<file path="src/rtl/jk_pkg.sv">
// Shared types and reset constants for the JK bank arbiter.
package jk_pkg;

    typedef enum logic [1:0] {
        HOLD = 2'b00,
        CLR  = 2'b01,
        SET  = 2'b10,
        TGL  = 2'b11
    } jk_op_t;

    typedef enum logic [1:0] {
        IDLE  = 2'b00,
        LOCK0 = 2'b01,
        LOCK1 = 2'b10
    } arb_state_t;

    // Wide enough for the largest bank; the top slices to N_BITS.
    localparam logic [63:0] Q_RST  = 64'h0;
    localparam logic [63:0] QB_RST = '1;

endpackage

</file>
<file path="src/rtl/rr_arb2.sv">
// Two-requester round-robin grant with an allow mask and the last_grant register.
module rr_arb2 (
    input  logic       i_clk,
    input  logic       i_rst_n,
    input  logic [1:0] i_valid,
    input  logic [1:0] i_mask,
    output logic [1:0] o_ready,
    output logic       o_fire,
    output logic       o_gid
);

    logic [1:0] w_veff;
    logic       r_last;

    assign w_veff = i_valid & i_mask;

    // A requester is ready unless the other one is competing; ties go away from r_last.
    always_comb begin
        o_ready = 2'b00;
        if (&w_veff) begin
            o_ready = r_last ? 2'b01 : 2'b10;
        end else begin
            o_ready[0] = i_mask[0] & ~w_veff[1];
            o_ready[1] = i_mask[1] & ~w_veff[0];
        end
    end

    assign o_fire = |(i_valid & o_ready);
    assign o_gid  = i_valid[1] & o_ready[1];

    always_ff @(posedge i_clk) begin
        if (!i_rst_n) begin
            r_last <= 1'b1;
        end else if (o_fire) begin
            r_last <= o_gid;
        end
    end

endmodule

</file>
<file path="src/rtl/jk_bank_arbiter.sv">
// Bank of JK bits shared by two command requesters; optional lock via JK_ARB_LOCK_EN.
//   state | meaning
//   IDLE  | round-robin between both requesters
//   LOCK0 | requester 0 owns the bank
//   LOCK1 | requester 1 owns the bank
module jk_bank_arbiter
    import jk_pkg::*;
#(
    parameter int N_BITS   = 8,
    parameter int IDX_W    = $clog2(N_BITS + 1),
    parameter int LOCK_MAX = 4
) (
    input  logic              clk,
    input  logic              reset_n,
    input  logic [1:0]        req_valid,
    output logic [1:0]        req_ready,
    input  logic [IDX_W-1:0]  req0_idx,
    input  logic [IDX_W-1:0]  req1_idx,
    input  logic [1:0]        req0_op,
    input  logic [1:0]        req1_op,
    input  logic [1:0]        req_lock,
    output logic [N_BITS-1:0] q,
    output logic [N_BITS-1:0] qb,
    output logic              ack_valid,
    output logic              ack_id,
    output logic              ack_q
);

    logic [1:0]        w_mask;
    logic              w_fire;
    logic              w_gid;
    logic [IDX_W-1:0]  w_idx;
    jk_op_t            w_op;
    logic [N_BITS-1:0] w_hit;
    logic [N_BITS-1:0] w_q_nxt;

    logic [N_BITS-1:0] r_q;
    logic [N_BITS-1:0] r_qb;
    logic              r_ack_valid;
    logic              r_ack_id;
    logic              r_ack_q;

    rr_arb2 u_arb (
        .i_clk   (clk),
        .i_rst_n (reset_n),
        .i_valid (req_valid),
        .i_mask  (w_mask),
        .o_ready (req_ready),
        .o_fire  (w_fire),
        .o_gid   (w_gid)
    );

    assign w_idx = w_gid ? req1_idx : req0_idx;
    assign w_op  = jk_op_t'(w_gid ? req1_op : req0_op);

    // Out-of-range indices match no bit, so they leave q alone and ack with 0.
    always_comb begin
        w_hit   = '0;
        w_q_nxt = r_q;
        for (int i = 0; i < N_BITS; i++) begin
            w_hit[i] = w_fire && (w_idx == IDX_W'(i));
            if (w_hit[i]) begin
                case (w_op)
                    HOLD:    w_q_nxt[i] = r_q[i];
                    CLR:     w_q_nxt[i] = 1'b0;
                    SET:     w_q_nxt[i] = 1'b1;
                    default: w_q_nxt[i] = ~r_q[i];
                endcase
            end
        end
    end

    always_ff @(posedge clk) begin
        if (!reset_n) begin
            r_q         <= Q_RST[N_BITS-1:0];
            r_qb        <= QB_RST[N_BITS-1:0];
            r_ack_valid <= 1'b0;
            r_ack_id    <= 1'b0;
            r_ack_q     <= 1'b0;
        end else begin
            r_q         <= w_q_nxt;
            r_qb        <= ~w_q_nxt;
            r_ack_valid <= w_fire;
            if (w_fire) begin
                r_ack_id <= w_gid;
                r_ack_q  <= |(w_q_nxt & w_hit);
            end
        end
    end

`ifdef JK_ARB_LOCK_EN
    localparam int CNT_W = $clog2(LOCK_MAX + 1);

    arb_state_t       r_state;
    logic [CNT_W-1:0] r_lock_cnt;
    logic             w_lock_req;

    assign w_lock_req = w_gid ? req_lock[1] : req_lock[0];

    always_comb begin
        case (r_state)
            LOCK0:   w_mask = 2'b01;
            LOCK1:   w_mask = 2'b10;
            default: w_mask = 2'b11;
        endcase
    end

    // r_lock_cnt counts down the grants left to the owner; the entering grant is the first.
    always_ff @(posedge clk) begin
        if (!reset_n) begin
            r_state    <= IDLE;
            r_lock_cnt <= '0;
        end else begin
            case (r_state)
                IDLE: begin
                    if (w_fire && w_lock_req && (LOCK_MAX > 1)) begin
                        r_state    <= w_gid ? LOCK1 : LOCK0;
                        r_lock_cnt <= CNT_W'(LOCK_MAX - 1);
                    end
                end
                default: begin
                    if (w_fire && w_lock_req && (r_lock_cnt != CNT_W'(1))) begin
                        r_lock_cnt <= r_lock_cnt - 1'b1;
                    end else begin
                        r_state    <= IDLE;
                        r_lock_cnt <= '0;
                    end
                end
            endcase
        end
    end
`else
    logic w_unused_lock;
    assign w_unused_lock = ^req_lock;
    assign w_mask        = 2'b11;
`endif

    assign q         = r_q;
    assign qb        = r_qb;
    assign ack_valid = r_ack_valid;
    assign ack_id    = r_ack_id;
    assign ack_q     = r_ack_q;

endmodule

</file>
<file path="config.mk">
export PLATFORM = sky130hd
export DESIGN_NAME = jk_bank_arbiter
export DESIGN_NICKNAME = d
export VERILOG_FILES = /design/src/rtl/jk_pkg.sv /design/src/rtl/rr_arb2.sv /design/src/rtl/jk_bank_arbiter.sv
export SDC_FILE = /design/constraint.sdc
export NUM_CORES = 1
export LEC_CHECK = 0
export BUFFER_PORTS_ARGS = -buffer_cell sky130_fd_sc_hd__buf_2
export CAP_MARGIN = 20
export CORE_MARGIN = 10
export CORE_UTILIZATION = 40
export DETAILED_ROUTE_END_ITERATION = 7
export PLACE_DENSITY = 0.73
export SLEW_MARGIN = 10
export SYNTH_ARGS = -nofsm -noshare
export SYNTH_HDL_FRONTEND = slang
export SYNTH_SLANG_ARGS = --single-unit
</file>
<file path="constraint.sdc">
create_clock -name clk -period 4.3 [get_ports clk]
set_input_delay 0.43 -clock clk [delete_from_list [all_inputs] [get_ports clk]]
set_output_delay 0.43 -clock clk [all_outputs]
set_load 0.01 [all_outputs]
</file>
==> flow_summary.html, run 1 <==
<table>
<tr><th>Metric</th><th>Value</th></tr>
<tr><th colspan="2">Run status</th></tr>
<tr><td>Outcome</td><td>finished clean</td></tr>
<tr><th colspan="2">Yosys</th></tr>
<tr><td>Post-synthesis cell type count</td><td>44</td></tr>
<tr><td>Yosys top cell area share</td><td>36.4%</td></tr>
<tr><td>Synth warn</td><td>0</td></tr>
<tr><td>Simple-gate share of the synthesized area</td><td>22.8%</td></tr>
<tr><td>Cell count after synthesis</td><td>121</td></tr>
<tr><td>Main combinational cell family by area after synthesis</td><td>compound AO/OA/AOI/OAI gates</td></tr>
<tr><td>Register bit count reported by yosys</td><td>20</td></tr>
<tr><td>Fraction of registers with async set or reset after synthesis</td><td>0%</td></tr>
<tr><td>Share of cell area taken by muxes after synthesis</td><td>8.53%</td></tr>
<tr><td>Per-instance average area after synthesis</td><td>9.09 um^2</td></tr>
<tr><td>Flip-flop cell with the highest count after synthesis</td><td>dfxtp_1</td></tr>
<tr><td>Syn Std Cell Area</td><td>1100 um^2</td></tr>
<tr><td>Number of enable-type register cells in the synthesized netlist</td><td>0</td></tr>
<tr><td>Top cell type by total area after synthesis</td><td>dfxtp_1</td></tr>
<tr><td>Post-synthesis net count</td><td>139</td></tr>
<tr><td>Synthesized-area fraction occupied by ao, oa, aoi and oai cells</td><td>24.0%</td></tr>
<tr><td>Sequential element share of the synthesized area</td><td>36.4%</td></tr>
<tr><td>Post-synthesis share of cell area spent on xor and xnor gates</td><td>0%</td></tr>
<tr><td>Post-synthesis share of cell area spent on full adders, half adders and majority gates</td><td>0%</td></tr>
<tr><td>Area contributors post-synth</td><td>dfxtp_1 36%, nand2_1 5.1%, nor2_1 4.4%, buf_6 3.1%, o221a_2 3.1%</td></tr>
<tr><th colspan="2">Critical path</th></tr>
<tr><td>Cell with the largest stage delay on the worst path</td><td>dfxtp_1</td></tr>
<tr><td>Data arrival time of the critical path</td><td>2450 ps</td></tr>
<tr><td>List of cells traversed by the critical path</td><td>a21boi_4 -&gt; inv_4 -&gt; mux2i_4 -&gt; mux2_4 -&gt; a32o_1 -&gt; a2111oi_2 -&gt; a31oi_1</td></tr>
<tr><td>FF-to-FF setup slack</td><td>2040 ps</td></tr>
<tr><td>Kind of launch point of the worst setup path</td><td>flop</td></tr>
<tr><td>CP Capture Type</td><td>flop</td></tr>
<tr><td>Kind of cell adding the most delay to the critical path</td><td>compound AO/OA/AOI/OAI gates</td></tr>
<tr><td>WP buf/inv</td><td>1</td></tr>
<tr><td>Setup Crit Path Kind</td><td>reg -&gt; reg</td></tr>
<tr><td>Largest stage delay, worst path</td><td>370 ps</td></tr>
<tr><td>Critical path data required time</td><td>4490 ps</td></tr>
<tr><td>Highest fanout seen on the critical path</td><td>12</td></tr>
<tr><th colspan="2">Power and ir drop</th></tr>
<tr><td>Sequential share of power</td><td>52.4%</td></tr>
<tr><td>Total Power Consumption</td><td>372 uW</td></tr>
<tr><td>Leak Pwr</td><td>0.000604 uW</td></tr>
<tr><td>Switching pwr</td><td>100 uW</td></tr>
<tr><td>PwrDens</td><td>285 nW/um^2</td></tr>
<tr><td>IR Drop Worst-Case VDD</td><td>237 uV</td></tr>
<tr><td>Internal Dissipation</td><td>271 uW</td></tr>
<tr><td>Combinational cell fraction of total power</td><td>18.7%</td></tr>
<tr><td>Part of the total power dissipated in the clock network</td><td>28.9%</td></tr>
<tr><td>Switching share of power</td><td>27.0%</td></tr>
<tr><th colspan="2">Placed design</th></tr>
<tr><td>Setup Slack @ Placement</td><td>1780 ps</td></tr>
<tr><td>Count of input and output buffers</td><td>36</td></tr>
<tr><td>Inst Count DP</td><td>183</td></tr>
<tr><td>DP HPWL</td><td>2170 um</td></tr>
<tr><td>Placer Congestion</td><td>0.875</td></tr>
<tr><th colspan="2">Timing</th></tr>
<tr><td>Post-route setup TNS</td><td>0 ps</td></tr>
<tr><td>Minimum clock period</td><td>2260 ps</td></tr>
<tr><td>Count of endpoints failing setup in the final report</td><td>0</td></tr>
<tr><td>Max Clock Freq</td><td>443 MHz</td></tr>
<tr><td>Minimum setup slack in the final design</td><td>2040 ps</td></tr>
<tr><td>Final Hold Fails</td><td>0</td></tr>
<tr><td>Worst slew margin relative to its limit</td><td>69.5%</td></tr>
<tr><td>Slew at the pin closest to its max-slew limit</td><td>445 ps</td></tr>
<tr><td>Clk_skew</td><td>8.85 ps</td></tr>
<tr><td>Period Utilization, post-route</td><td>52.5%</td></tr>
<tr><td>RSZ-0062 raised after global routing</td><td>false</td></tr>
<tr><td>Final slew viol count</td><td>0</td></tr>
<tr><th colspan="2">Route</th></tr>
<tr><td>Remaining antenna violation count after routing</td><td>0</td></tr>
<tr><td>Final routed DRC violation total</td><td>0</td></tr>
<tr><td>Count of routing violations after the opening detailed-route iteration</td><td>26</td></tr>
<tr><td>Count of vias placed by the detailed router</td><td>1,032</td></tr>
<tr><td>Final routed wire length divided by cell count</td><td>14.7 um</td></tr>
<tr><td>Number of detailed-routing iterations run before antenna repair</td><td>4</td></tr>
<tr><td>Final wirelength</td><td>2750 um</td></tr>
<tr><td>Vias per cell</td><td>5.52</td></tr>
<tr><th colspan="2">Cells and area</th></tr>
<tr><td>ANT cells</td><td>0</td></tr>
<tr><td>Signed area change from the synthesized netlist to the final layout</td><td>18.8%</td></tr>
<tr><td>Most common cell after layout, fill and taps aside</td><td>buf_2</td></tr>
<tr><td># nets final</td><td>176</td></tr>
<tr><td>Post-route insts no fill</td><td>187</td></tr>
<tr><td>Most frequent cells in the layout</td><td>36 x buf_2, 20 x dfxtp_1, 15 x nand2_1</td></tr>
<tr><td>Proportion of layout cells with a drive suffix above 1</td><td>36.3%</td></tr>
<tr><td>Fillers</td><td>253</td></tr>
<tr><th colspan="2">Global routing</th></tr>
<tr><td>Number of antenna violations at the first check in global routing</td><td>0</td></tr>
<tr><td>Overflow after GRT</td><td>0</td></tr>
<tr><td>Total track usage</td><td>10.8%</td></tr>
<tr><td>Largest net degree at the start of global routing</td><td>14</td></tr>
<tr><td>Global-route wire length before repair</td><td>4690 um</td></tr>
<tr><td>Vias in the first global route</td><td>1,064</td></tr>
<tr><th colspan="2">Die</th></tr>
<tr><td>Number of top-level pins</td><td>39</td></tr>
<tr><td>Number of rows in the core area</td><td>18</td></tr>
<tr><td>Area of the die</td><td>5250 um^2</td></tr>
<tr><td>Die Y-Extent</td><td>72.4 um</td></tr>
<tr><td>Area inside the core boundary</td><td>2540 um^2</td></tr>
<tr><td>Initial Util</td><td>43.2%</td></tr>
<tr><td>Die X-Extent</td><td>72.4 um</td></tr>
<tr><th colspan="2">Clock tree</th></tr>
<tr><td>Clock latency of the later-clocked register in the worst-skew pair</td><td>310 ps</td></tr>
<tr><td>Post-CTS Hold Fix Bufs</td><td>0</td></tr>
<tr><td>Number of setup buffers added after CTS</td><td>0</td></tr>
<tr><td>Clock tree from TritonCTS</td><td>yes</td></tr>
<tr><td>CTS clock-pin slew for the worst setup and hold paths</td><td>110 ps</td></tr>
<tr><td>Buffer cell driving the clock tree root</td><td>clkbuf_4</td></tr>
<tr><td>H-tree depth</td><td>1</td></tr>
<tr><td>Worst-case clock buffer depth</td><td>2</td></tr>
<tr><td>CTS Buf Count</td><td>3</td></tr>
<tr><td>CTS Sinks</td><td>20</td></tr>
<tr><td>Gates resized, CTS repair</td><td>0</td></tr>
<tr><th colspan="2">Min path</th></tr>
<tr><td>Worst min-delay path class</td><td>in -&gt; reg</td></tr>
<tr><th colspan="2">Run</th></tr>
<tr><td>Reported max-cap violation count</td><td>0</td></tr>
</table>
[final timing paths]
path                                    from            to  depth (start not counted)
worst max-delay path            u_arb.r_last         ack_q                          7
worst min-delay path                 reset_n  u_arb.r_last                          2
worst min register to register        ack_id        ack_id                          2
worst max register to register  u_arb.r_last         ack_q                          7
[cell type report]
class	count	area (um^2)	area share [%]
clock buffer	4	36.3	2.78
sequential	20	400	30.7
inverter	11	43.8	3.35
timing repair buffer	36	180	13.8
tap	30	37.5	2.87
multi-input combinational	86	608	46.6
[metal layers]
metal / vias up / global-route usage, % / routed length (um) / part of all wire, %
met2: 28 / 18.3 / 1340 / 49
met5: - / 0 / 0 / 0
li1: 519 / - / - / -
met4: 0 / 5.27 / 39 / 1.4
met3: 5 / 4.49 / 201 / 7.3
met1: 480 / 11.2 / 1170 / 43
[cells by family after synthesis]
family,Yosys count
simple gates,49
compound gates,30
flops,20
buf+inv,15
mux,7
[registers in the layout (all words and copies together), names as in the netlist]
register	count
ack_id	1
ack_q	1
ack_valid	1
q	8
qb	8
u_arb.r_last	1
[per-stage QoR]
| stage | util (%) | instance area [um^2] | hold slack, ps |
|---|---|---|---|
| floorplan | - | 1100 | 521 |
| global placement | 49.9 | 1270 | 516 |
| detailed placement | 49.9 | 1270 | 533 |
| CTS | 51.3 | 1310 | 388 |
| global route | 51.3 | 1310 | 402 |
| finish | 51.3 | 1310 | 398 |
[worst reg2reg max path: stages, from the launching register on]
cell and delay [ps]:
dfxtp_1 370, a21boi_4 260, inv_4 130, mux2i_4 330, mux2_4 340, a32o_1 220
a2111oi_2 370, a31oi_1 130
[power by group through the flow]
| stage | Combinational, uW | Clock (uW) | Sequential [uW] |
|---|---|---|---|
| floorplan | 44.7 | 0 | 201 |
| global placement | 67.1 | 0 | 199 |
| detailed placement | 69.3 | 0 | 199 |
| CTS | 69.5 | 112 | 195 |
| global route | 76.9 | 119 | 196 |
| finish | 69.5 | 107 | 195 |
[synth_stat cells, types with 3 or more instances]
master   number
a21oi_1       3
and3_2        3
buf_6         3
dfxtp_1      20
inv_1         6
inv_2         4
mux2i_1       3
nand2_1      15
nor2_1       13
nor2b_1       3
o21ai_0       3
o221a_2       3
Power figures use the tool's default switching activity.
==> inputs of run 2 (changes only) <==
--- a/config.mk
+++ b/config.mk
@@ -5,6 +5,7 @@
 export SDC_FILE = /design/constraint.sdc
 export NUM_CORES = 1
 export LEC_CHECK = 0
+export ABC_AREA = 1
 export BUFFER_PORTS_ARGS = -buffer_cell sky130_fd_sc_hd__buf_2
 export CAP_MARGIN = 20
 export CORE_MARGIN = 10
==> constraint.sdc (replaced) <==
create_clock -name clk -period 2.3 [get_ports clk]
set_input_delay 0.23 -clock clk [delete_from_list [all_inputs] [get_ports clk]]
set_output_delay 0.23 -clock clk [all_outputs]
set_load 0.01 [all_outputs]
==> flow_summary.html, run 2 <==
<table>
<tr><th>Metric</th><th>Value</th></tr>
<tr><th colspan="2">Run status</th></tr>
<tr><td>Outcome</td><td>finished clean</td></tr>
<tr><th colspan="2">Route</th></tr>
<tr><td>Remaining antenna violation count after routing</td><td>0</td></tr>
<tr><td>Final routed DRC violation total</td><td>0</td></tr>
<tr><td>Number of detailed-routing iterations run before antenna repair</td><td>4</td></tr>
<tr><td>Count of vias placed by the detailed router</td><td>1,085</td></tr>
<tr><td>Count of routing violations after the opening detailed-route iteration</td><td>48</td></tr>
<tr><td>Final routed wire length divided by cell count</td><td>11.1 um</td></tr>
<tr><td>Vias per cell</td><td>4.64</td></tr>
<tr><td>Final wirelength</td><td>2590 um</td></tr>
<tr><th colspan="2">Die</th></tr>
<tr><td>Initial Util</td><td>41.6%</td></tr>
<tr><td>Number of rows in the core area</td><td>19</td></tr>
<tr><td>Die X-Extent</td><td>73.3 um</td></tr>
<tr><td>Die Y-Extent</td><td>73.3 um</td></tr>
<tr><td>Number of top-level pins</td><td>39</td></tr>
<tr><td>Area inside the core boundary</td><td>2730 um^2</td></tr>
<tr><td>Area of the die</td><td>5380 um^2</td></tr>
<tr><th colspan="2">Global routing</th></tr>
<tr><td>Total track usage</td><td>10.2%</td></tr>
<tr><td>Largest net degree at the start of global routing</td><td>15</td></tr>
<tr><td>Overflow after GRT</td><td>0</td></tr>
<tr><td>Vias in the first global route</td><td>1,032</td></tr>
<tr><td>Global-route wire length before repair</td><td>4530 um</td></tr>
<tr><td>Number of antenna violations at the first check in global routing</td><td>0</td></tr>
<tr><th colspan="2">Clock tree</th></tr>
<tr><td>Post-CTS Hold Fix Bufs</td><td>0</td></tr>
<tr><td>Gates resized, CTS repair</td><td>0</td></tr>
<tr><td>Worst-case clock buffer depth</td><td>2</td></tr>
<tr><td>Clock latency of the later-clocked register in the worst-skew pair</td><td>300 ps</td></tr>
<tr><td>CTS Sinks</td><td>20</td></tr>
<tr><td>Clock tree from TritonCTS</td><td>yes</td></tr>
<tr><td>CTS Buf Count</td><td>3</td></tr>
<tr><td>H-tree depth</td><td>1</td></tr>
<tr><td>CTS clock-pin slew for the worst setup and hold paths</td><td>110 ps</td></tr>
<tr><td>Buffer cell driving the clock tree root</td><td>clkbuf_4</td></tr>
<tr><td>Number of setup buffers added after CTS</td><td>0</td></tr>
<tr><th colspan="2">Yosys</th></tr>
<tr><td>Area contributors post-synth</td><td>dfxtp_1 35%, nand2_1 14%, inv_1 9.2%, nand3_1 7.9%, nor2_1 5.6%</td></tr>
<tr><td>Top cell type by total area after synthesis</td><td>dfxtp_1</td></tr>
<tr><td>Post-synthesis net count</td><td>185</td></tr>
<tr><td>Cell count after synthesis</td><td>167</td></tr>
<tr><td>Number of enable-type register cells in the synthesized netlist</td><td>0</td></tr>
<tr><td>Count leader, synth</td><td>nand2_1</td></tr>
<tr><td>Fraction of registers with async set or reset after synthesis</td><td>0%</td></tr>
<tr><td>Most numerous cell types in the synthesized netlist</td><td>42 x nand2_1, 28 x inv_1, 20 x dfxtp_1, 18 x nand3_1, 17 x nor2_1</td></tr>
<tr><td>Flip-flop cell with the highest count after synthesis</td><td>dfxtp_1</td></tr>
<tr><td>Per-instance average area after synthesis</td><td>6.81 um^2</td></tr>
<tr><td>Synth warn</td><td>0</td></tr>
<tr><td>Yosys top cell area share</td><td>35.2%</td></tr>
<tr><td>Syn Std Cell Area</td><td>1140 um^2</td></tr>
<tr><td>Post-synthesis cell type count</td><td>21</td></tr>
<tr><td>Register bit count reported by yosys</td><td>20</td></tr>
<tr><td>Sequential element share of the synthesized area</td><td>35.2%</td></tr>
<tr><th colspan="2">Placed design</th></tr>
<tr><td>Placer Congestion</td><td>0.847</td></tr>
<tr><td>Cell area reported after detailed placement</td><td>1300 um^2</td></tr>
<tr><td>DP HPWL</td><td>2140 um</td></tr>
<tr><td>Count of input and output buffers</td><td>36</td></tr>
<tr><th colspan="2">Timing</th></tr>
<tr><td>Clk_skew</td><td>7.23 ps</td></tr>
<tr><td>Final Hold Fails</td><td>0</td></tr>
<tr><td>Final slew viol count</td><td>0</td></tr>
<tr><td>Worst slew margin relative to its limit</td><td>81.7%</td></tr>
<tr><td>Slew at the pin closest to its max-slew limit</td><td>274 ps</td></tr>
<tr><td>Count of endpoints failing setup in the final report</td><td>0</td></tr>
<tr><td>Max Clock Freq</td><td>560 MHz</td></tr>
<tr><td>Minimum clock period</td><td>1790 ps</td></tr>
<tr><td>Post-route setup TNS</td><td>0 ps</td></tr>
<tr><td>RSZ-0062 raised after global routing</td><td>false</td></tr>
<tr><td>Period Utilization, post-route</td><td>77.6%</td></tr>
<tr><th colspan="2">Cells and area</th></tr>
<tr><td>Fillers</td><td>290</td></tr>
<tr><td>Proportion of layout cells with a drive suffix above 1</td><td>27.6%</td></tr>
<tr><td>Signed area change from the synthesized netlist to the final layout</td><td>17.7%</td></tr>
<tr><td>ANT cells</td><td>0</td></tr>
<tr><td># nets final</td><td>222</td></tr>
<tr><td>Most common cell after layout, fill and taps aside</td><td>nand2_1</td></tr>
<tr><td>Cell area after layout</td><td>1340 um^2</td></tr>
<tr><td>Most frequent cells in the layout</td><td>42 x nand2_1, 36 x buf_2, 28 x inv_1</td></tr>
<tr><th colspan="2">Power and ir drop</th></tr>
<tr><td>IR Drop Worst-Case VDD</td><td>349 uV</td></tr>
<tr><td>Total Power Consumption</td><td>744 uW</td></tr>
<tr><td>Leak Pwr</td><td>0.000713 uW</td></tr>
<tr><td>PwrDens</td><td>556 nW/um^2</td></tr>
<tr><th colspan="2">Critical path</th></tr>
<tr><td>Critical path data required time</td><td>2500 ps</td></tr>
<tr><td>Highest fanout seen on the critical path</td><td>14</td></tr>
<tr><td>CP Capture Type</td><td>flop</td></tr>
<tr><td>Kind of launch point of the worst setup path</td><td>flop</td></tr>
<tr><td>Setup Crit Path Kind</td><td>reg -&gt; reg</td></tr>
<tr><td>Number of cells on the worst reg-to-reg path</td><td>12</td></tr>
<tr><td>Data arrival time of the critical path</td><td>1990 ps</td></tr>
<tr><th colspan="2">Run</th></tr>
<tr><td>Reported max-cap violation count</td><td>0</td></tr>
<tr><th colspan="2">Min path</th></tr>
<tr><td>Worst min-delay path class</td><td>in -&gt; reg</td></tr>
<tr><td>Depth of the worst hold-timing path</td><td>2</td></tr>
</table>
-- run 2: changes by cell type after synthesis, sizes merged, moves of 5 or more --
| cell | before | now |
|---|---|---|
| o21ai | 3 | 14 |
| o221a | 5 | 0 |
| inv | 11 | 29 |
| nor2 | 13 | 19 |
| nand2 | 15 | 50 |
| and3 | 5 | 0 |
| nand3 | 2 | 21 |
-- run 2: cell type report --
cell class / count / area (um^2) / area share, %
repair buffers: 36 / 180 / 13.5
well taps: 31 / 38.8 / 2.90
inverters: 29 / 109 / 8.13
multi-input cells: 114 / 574 / 42.9
flip-flops and latches: 20 / 400 / 29.9
clock buffers: 4 / 36.3 / 2.71
-- run 2: worst paths after layout --
path | startpoint | end | slack (ps)
setup reg to reg | u_arb.r_last | ack_q | 510
hold reg to reg | ack_id | ack_id | 470
setup / recovery | u_arb.r_last | ack_q | 510
hold / removal | reset_n | u_arb.r_last | 180
-- run 2: report_power, final --
part | total (uW) | switching [uW] | internal [uW] | leakage (uW)
combinational | 170 | 107 | 62.9 | 0.000528
sequential | 374 | 10.0 | 364 | 0.000163
clock | 200 | 103 | 96.4 | 0.0000210
-- run 2: cell families after synthesis --
family                 share of synthesized area (%)
flip-flops                                      35.2
AND/OR/NAND/NOR                                 40.6
buffers and inverters                           14.3
AO/OA/AOI/OAI                                   9.90
-- run 2: worst max-delay path: stages, from the launching register on --
cell	delay [ps]
dfxtp_1	350
nand2_2	220
nand2_4	180
nand2_2	110
nand2_2	140
o21ai_1	190
inv_1	60
nand3_1	80
nand2_1	50
nor2_1	120
nand3_1	90
nand2_1	60
inv_1	30
-- run 2: routing by layer --
layer / up-vias / global-route usage (%) / part of all wire [%]
met5: - / 0 / 0
met4: 0 / 3.11 / 1.4
met2: 24 / 17.6 / 47
met1: 465 / 11.6 / 44
met3: 4 / 3.23 / 7.1
li1: 592 / - / -
-- run 2: through the flow --
stage / worst slack, ps / hold slack [ps] / utilization, % / instances
global placement: 545 / 457 / 47.6 / 230
global route: 239 / 178 / 49.0 / 234
finish: 515 / 181 / 49.0 / 234
detailed placement: 499 / 459 / 47.6 / 230
floorplan: 909 / 314 / - / 167
CTS: 503 / 174 / 49.0 / 234
==> inputs of run 3 (changes only) <==
--- a/config.mk
+++ b/config.mk
@@ -11,7 +11,7 @@
 export CORE_MARGIN = 10
 export CORE_UTILIZATION = 40
 export DETAILED_ROUTE_END_ITERATION = 7
-export PLACE_DENSITY = 0.73
+export PLACE_DENSITY = 0.76
 export SLEW_MARGIN = 10
 export SYNTH_ARGS = -nofsm -noshare
 export SYNTH_HDL_FRONTEND = slang
==> constraint.sdc (replaced) <==
create_clock -name clk -period 1.6 [get_ports clk]
set_input_delay 0.16 -clock clk [delete_from_list [all_inputs] [get_ports clk]]
set_output_delay 0.16 -clock clk [all_outputs]
set_load 0.01 [all_outputs]
==> flow_summary.html, run 3 (synthesis gave the netlist of run 2 again) <==
<table>
<tr><th>Metric</th><th>Value</th></tr>
<tr><th colspan="2">Run status</th></tr>
<tr><td>Outcome</td><td>finished clean</td></tr>
<tr><th colspan="2">Timing</th></tr>
<tr><td>Final slew viol count</td><td>0</td></tr>
<tr><td>Period Utilization, post-route</td><td>99.4%</td></tr>
<tr><td>Worst slew margin relative to its limit</td><td>81.6%</td></tr>
<tr><td>Minimum clock period</td><td>1590 ps</td></tr>
<tr><td>Minimum setup slack in the final design</td><td>8.81 ps</td></tr>
<tr><td>Max Clock Freq</td><td>628 MHz</td></tr>
<tr><td>Clk_skew</td><td>10.3 ps</td></tr>
<tr><td>Count of endpoints failing setup in the final report</td><td>0</td></tr>
<tr><td>RSZ-0062 raised after global routing</td><td>true</td></tr>
<tr><td>Final Hold Fails</td><td>0</td></tr>
<tr><td>Slew at the pin closest to its max-slew limit</td><td>275 ps</td></tr>
<tr><td>Post-route setup TNS</td><td>0 ps</td></tr>
<tr><th colspan="2">Global routing</th></tr>
<tr><td>Number of antenna violations at the first check in global routing</td><td>0</td></tr>
<tr><td>Overflow after GRT</td><td>0</td></tr>
<tr><td>Total track usage</td><td>10.5%</td></tr>
<tr><td>Largest net degree at the start of global routing</td><td>15</td></tr>
<tr><td>Vias in the first global route</td><td>1,097</td></tr>
<tr><td>Global-route wire length before repair</td><td>4580 um</td></tr>
<tr><th colspan="2">Cells and area</th></tr>
<tr><td>Proportion of layout cells with a drive suffix above 1</td><td>42.5%</td></tr>
<tr><td>Multi-input combinational cell area</td><td>676 um^2</td></tr>
<tr><td>Fillers</td><td>271</td></tr>
<tr><td># nets final</td><td>233</td></tr>
<tr><td>Area occupied by registers</td><td>402 um^2</td></tr>
<tr><td>Signed area change from the synthesized netlist to the final layout</td><td>35.8%</td></tr>
<tr><td>ANT cells</td><td>0</td></tr>
<tr><td>Most common cell after layout, fill and taps aside</td><td>buf_2</td></tr>
<tr><td>Most frequent cells in the layout</td><td>36 x buf_2, 32 x nand2_1, 28 x inv_1</td></tr>
<tr><th colspan="2">Critical path</th></tr>
<tr><td>WP buf/inv</td><td>2</td></tr>
<tr><td>FF-to-FF setup slack</td><td>9 ps</td></tr>
<tr><td>Cell with the largest stage delay on the worst path</td><td>dfxtp_2</td></tr>
<tr><td>CP Capture Type</td><td>flop</td></tr>
<tr><td>Depth of the critical timing path with buffers and inverters included</td><td>12</td></tr>
<tr><td>Critical path data required time</td><td>1860 ps</td></tr>
<tr><td>Highest fanout seen on the critical path</td><td>7</td></tr>
<tr><td>Setup Crit Path Kind</td><td>reg -&gt; reg</td></tr>
<tr><td>Kind of launch point of the worst setup path</td><td>flop</td></tr>
<tr><td>Largest stage delay, worst path</td><td>360 ps</td></tr>
<tr><td>List of cells traversed by the critical path</td><td>nand2_4 -&gt; buf_6 -&gt; nand3_1 -&gt; nand2_2 -&gt; nand3_2 -&gt; nor2_2 -&gt; o211ai_1 -&gt; nand2_1 -&gt; nor2_1 -&gt; nand3_1 -&gt; nand2_1 -&gt; inv_1</td></tr>
<tr><td>Data arrival time of the critical path</td><td>1850 ps</td></tr>
<tr><td>Kind of cell adding the most delay to the critical path</td><td>simple AND/OR/NAND/NOR gates</td></tr>
<tr><td>Number of cells on the worst reg-to-reg path</td><td>12</td></tr>
<tr><th colspan="2">Die</th></tr>
<tr><td>Number of rows in the core area</td><td>19</td></tr>
<tr><td>Number of top-level pins</td><td>39</td></tr>
<tr><td>Initial Util</td><td>41.6%</td></tr>
<tr><td>Area of the die</td><td>5380 um^2</td></tr>
<tr><td>Die Y-Extent</td><td>73.3 um</td></tr>
<tr><td>Area inside the core boundary</td><td>2730 um^2</td></tr>
<tr><td>Die X-Extent</td><td>73.3 um</td></tr>
<tr><th colspan="2">Route</th></tr>
<tr><td>Count of vias placed by the detailed router</td><td>1,192</td></tr>
<tr><td>Final routed DRC violation total</td><td>0</td></tr>
<tr><td>Final routed wire length divided by cell count</td><td>11.9 um</td></tr>
<tr><td>Count of routing violations after the opening detailed-route iteration</td><td>72</td></tr>
<tr><td>Remaining antenna violation count after routing</td><td>0</td></tr>
<tr><td>Final wirelength</td><td>2920 um</td></tr>
<tr><td>Vias per cell</td><td>4.87</td></tr>
<tr><td>Number of detailed-routing iterations run before antenna repair</td><td>6</td></tr>
<tr><th colspan="2">Placed design</th></tr>
<tr><td>DP HPWL</td><td>2130 um</td></tr>
<tr><td>Setup Slack @ Placement</td><td>20.4 ps</td></tr>
<tr><td>Placer Congestion</td><td>0.828</td></tr>
<tr><td>Count of input and output buffers</td><td>36</td></tr>
<tr><th colspan="2">Min path</th></tr>
<tr><td>Worst min-delay path class</td><td>in -&gt; reg</td></tr>
<tr><td>Depth of the worst hold-timing path</td><td>2</td></tr>
<tr><th colspan="2">Clock tree</th></tr>
<tr><td>CTS Sinks</td><td>20</td></tr>
<tr><td>Worst-case clock buffer depth</td><td>2</td></tr>
<tr><td>CTS Buf Count</td><td>3</td></tr>
<tr><td>Clock latency of the later-clocked register in the worst-skew pair</td><td>310 ps</td></tr>
<tr><td>Buffer cell driving the clock tree root</td><td>clkbuf_4</td></tr>
<tr><td>Post-CTS Hold Fix Bufs</td><td>0</td></tr>
<tr><td>CTS clock-pin slew for the worst setup and hold paths</td><td>120 ps</td></tr>
<tr><td>H-tree depth</td><td>1</td></tr>
<tr><td>Clock tree from TritonCTS</td><td>yes</td></tr>
<tr><th colspan="2">Power and ir drop</th></tr>
<tr><td>Leak Pwr</td><td>0.000785 uW</td></tr>
<tr><td>IR Drop Worst-Case VDD</td><td>526 uV</td></tr>
<tr><td>PwrDens</td><td>830 nW/um^2</td></tr>
<tr><td>Total Power Consumption</td><td>1280 uW</td></tr>
<tr><th colspan="2">Run</th></tr>
<tr><td>Reported max-cap violation count</td><td>0</td></tr>
</table>
==> run 3: cell types whose count changed in the layout (fill, tap and decap cells not counted), sizes merged <==
| cell | delta |
|---|---|
| clkbuf | -1 |
| buf | +11 |
| bufinv | +1 |
==> run 3: power breakdown <==
part,switching (uW),internal (uW),leakage (uW)
registers,15.6,524,0.000163
clock network,168,253,0.0000279
logic,190,130,0.000594
total,374,907,0.000785
==> run 3: through the flow <==
| step | util (%) | std cells | area, um^2 | hold WS (ps) |
|---|---|---|---|---|
| after floorplan | - | 167 | 1140 | 244 |
| after global placement | 49.3 | 236 | 1350 | 418 |
| after detailed placement | 49.3 | 236 | 1350 | 424 |
| after CTS | 51.3 | 240 | 1400 | 93.6 |
| after global routing | 56.5 | 245 | 1540 | 101 |
| final | 56.5 | 245 | 1540 | 102 |
==> run 3: layer usage <==
| metal | global-route usage, % | vias to the layer above | wire length (um) |
|---|---|---|---|
| met4 | 4.97 | 0 | 93 |
| met1 | 10.8 | 530 | 1160 |
| met3 | 3.77 | 9 | 234 |
| li1 | - | 618 | - |
| met2 | 18.4 | 35 | 1440 |
| met5 | 0 | - | 0 |
==> run 3: path summary, 6_finish.rpt <==
check          startpoint            to
min reg2reg        ack_id        ack_id
max          u_arb.r_last         ack_q
max reg2reg  u_arb.r_last         ack_q
min               reset_n  u_arb.r_last
==> run 3: area by class of cell <==
type / count / share of cell area, %
sequential: 20 / 26.0
clock buffer: 3 / 1.46
multi-input combinational: 114 / 43.8
timing repair buffer: 47 / 17.3
clock inverter: 1 / 1.94
inverter: 29 / 7.05
tap: 31 / 2.51
==> run 3: what timing repair did <==
item,CTS,global route
resized for setup,1,30
endpoints found under the setup margin,1,13
gates cloned,0,0
pin swaps,0,14
setup buffers,0,5
==> run 3: worst reg2reg max path: stages (launching register included) <==
cell and delay [ps]:
dfxtp_2 360, nand2_4 130, buf_6 140, nand3_1 80
nand2_2 120, nand3_2 140, nor2_2 170, o211ai_1 110
nand2_1 80, nor2_1 50, nand3_1 70, nand2_1 50
inv_1 40
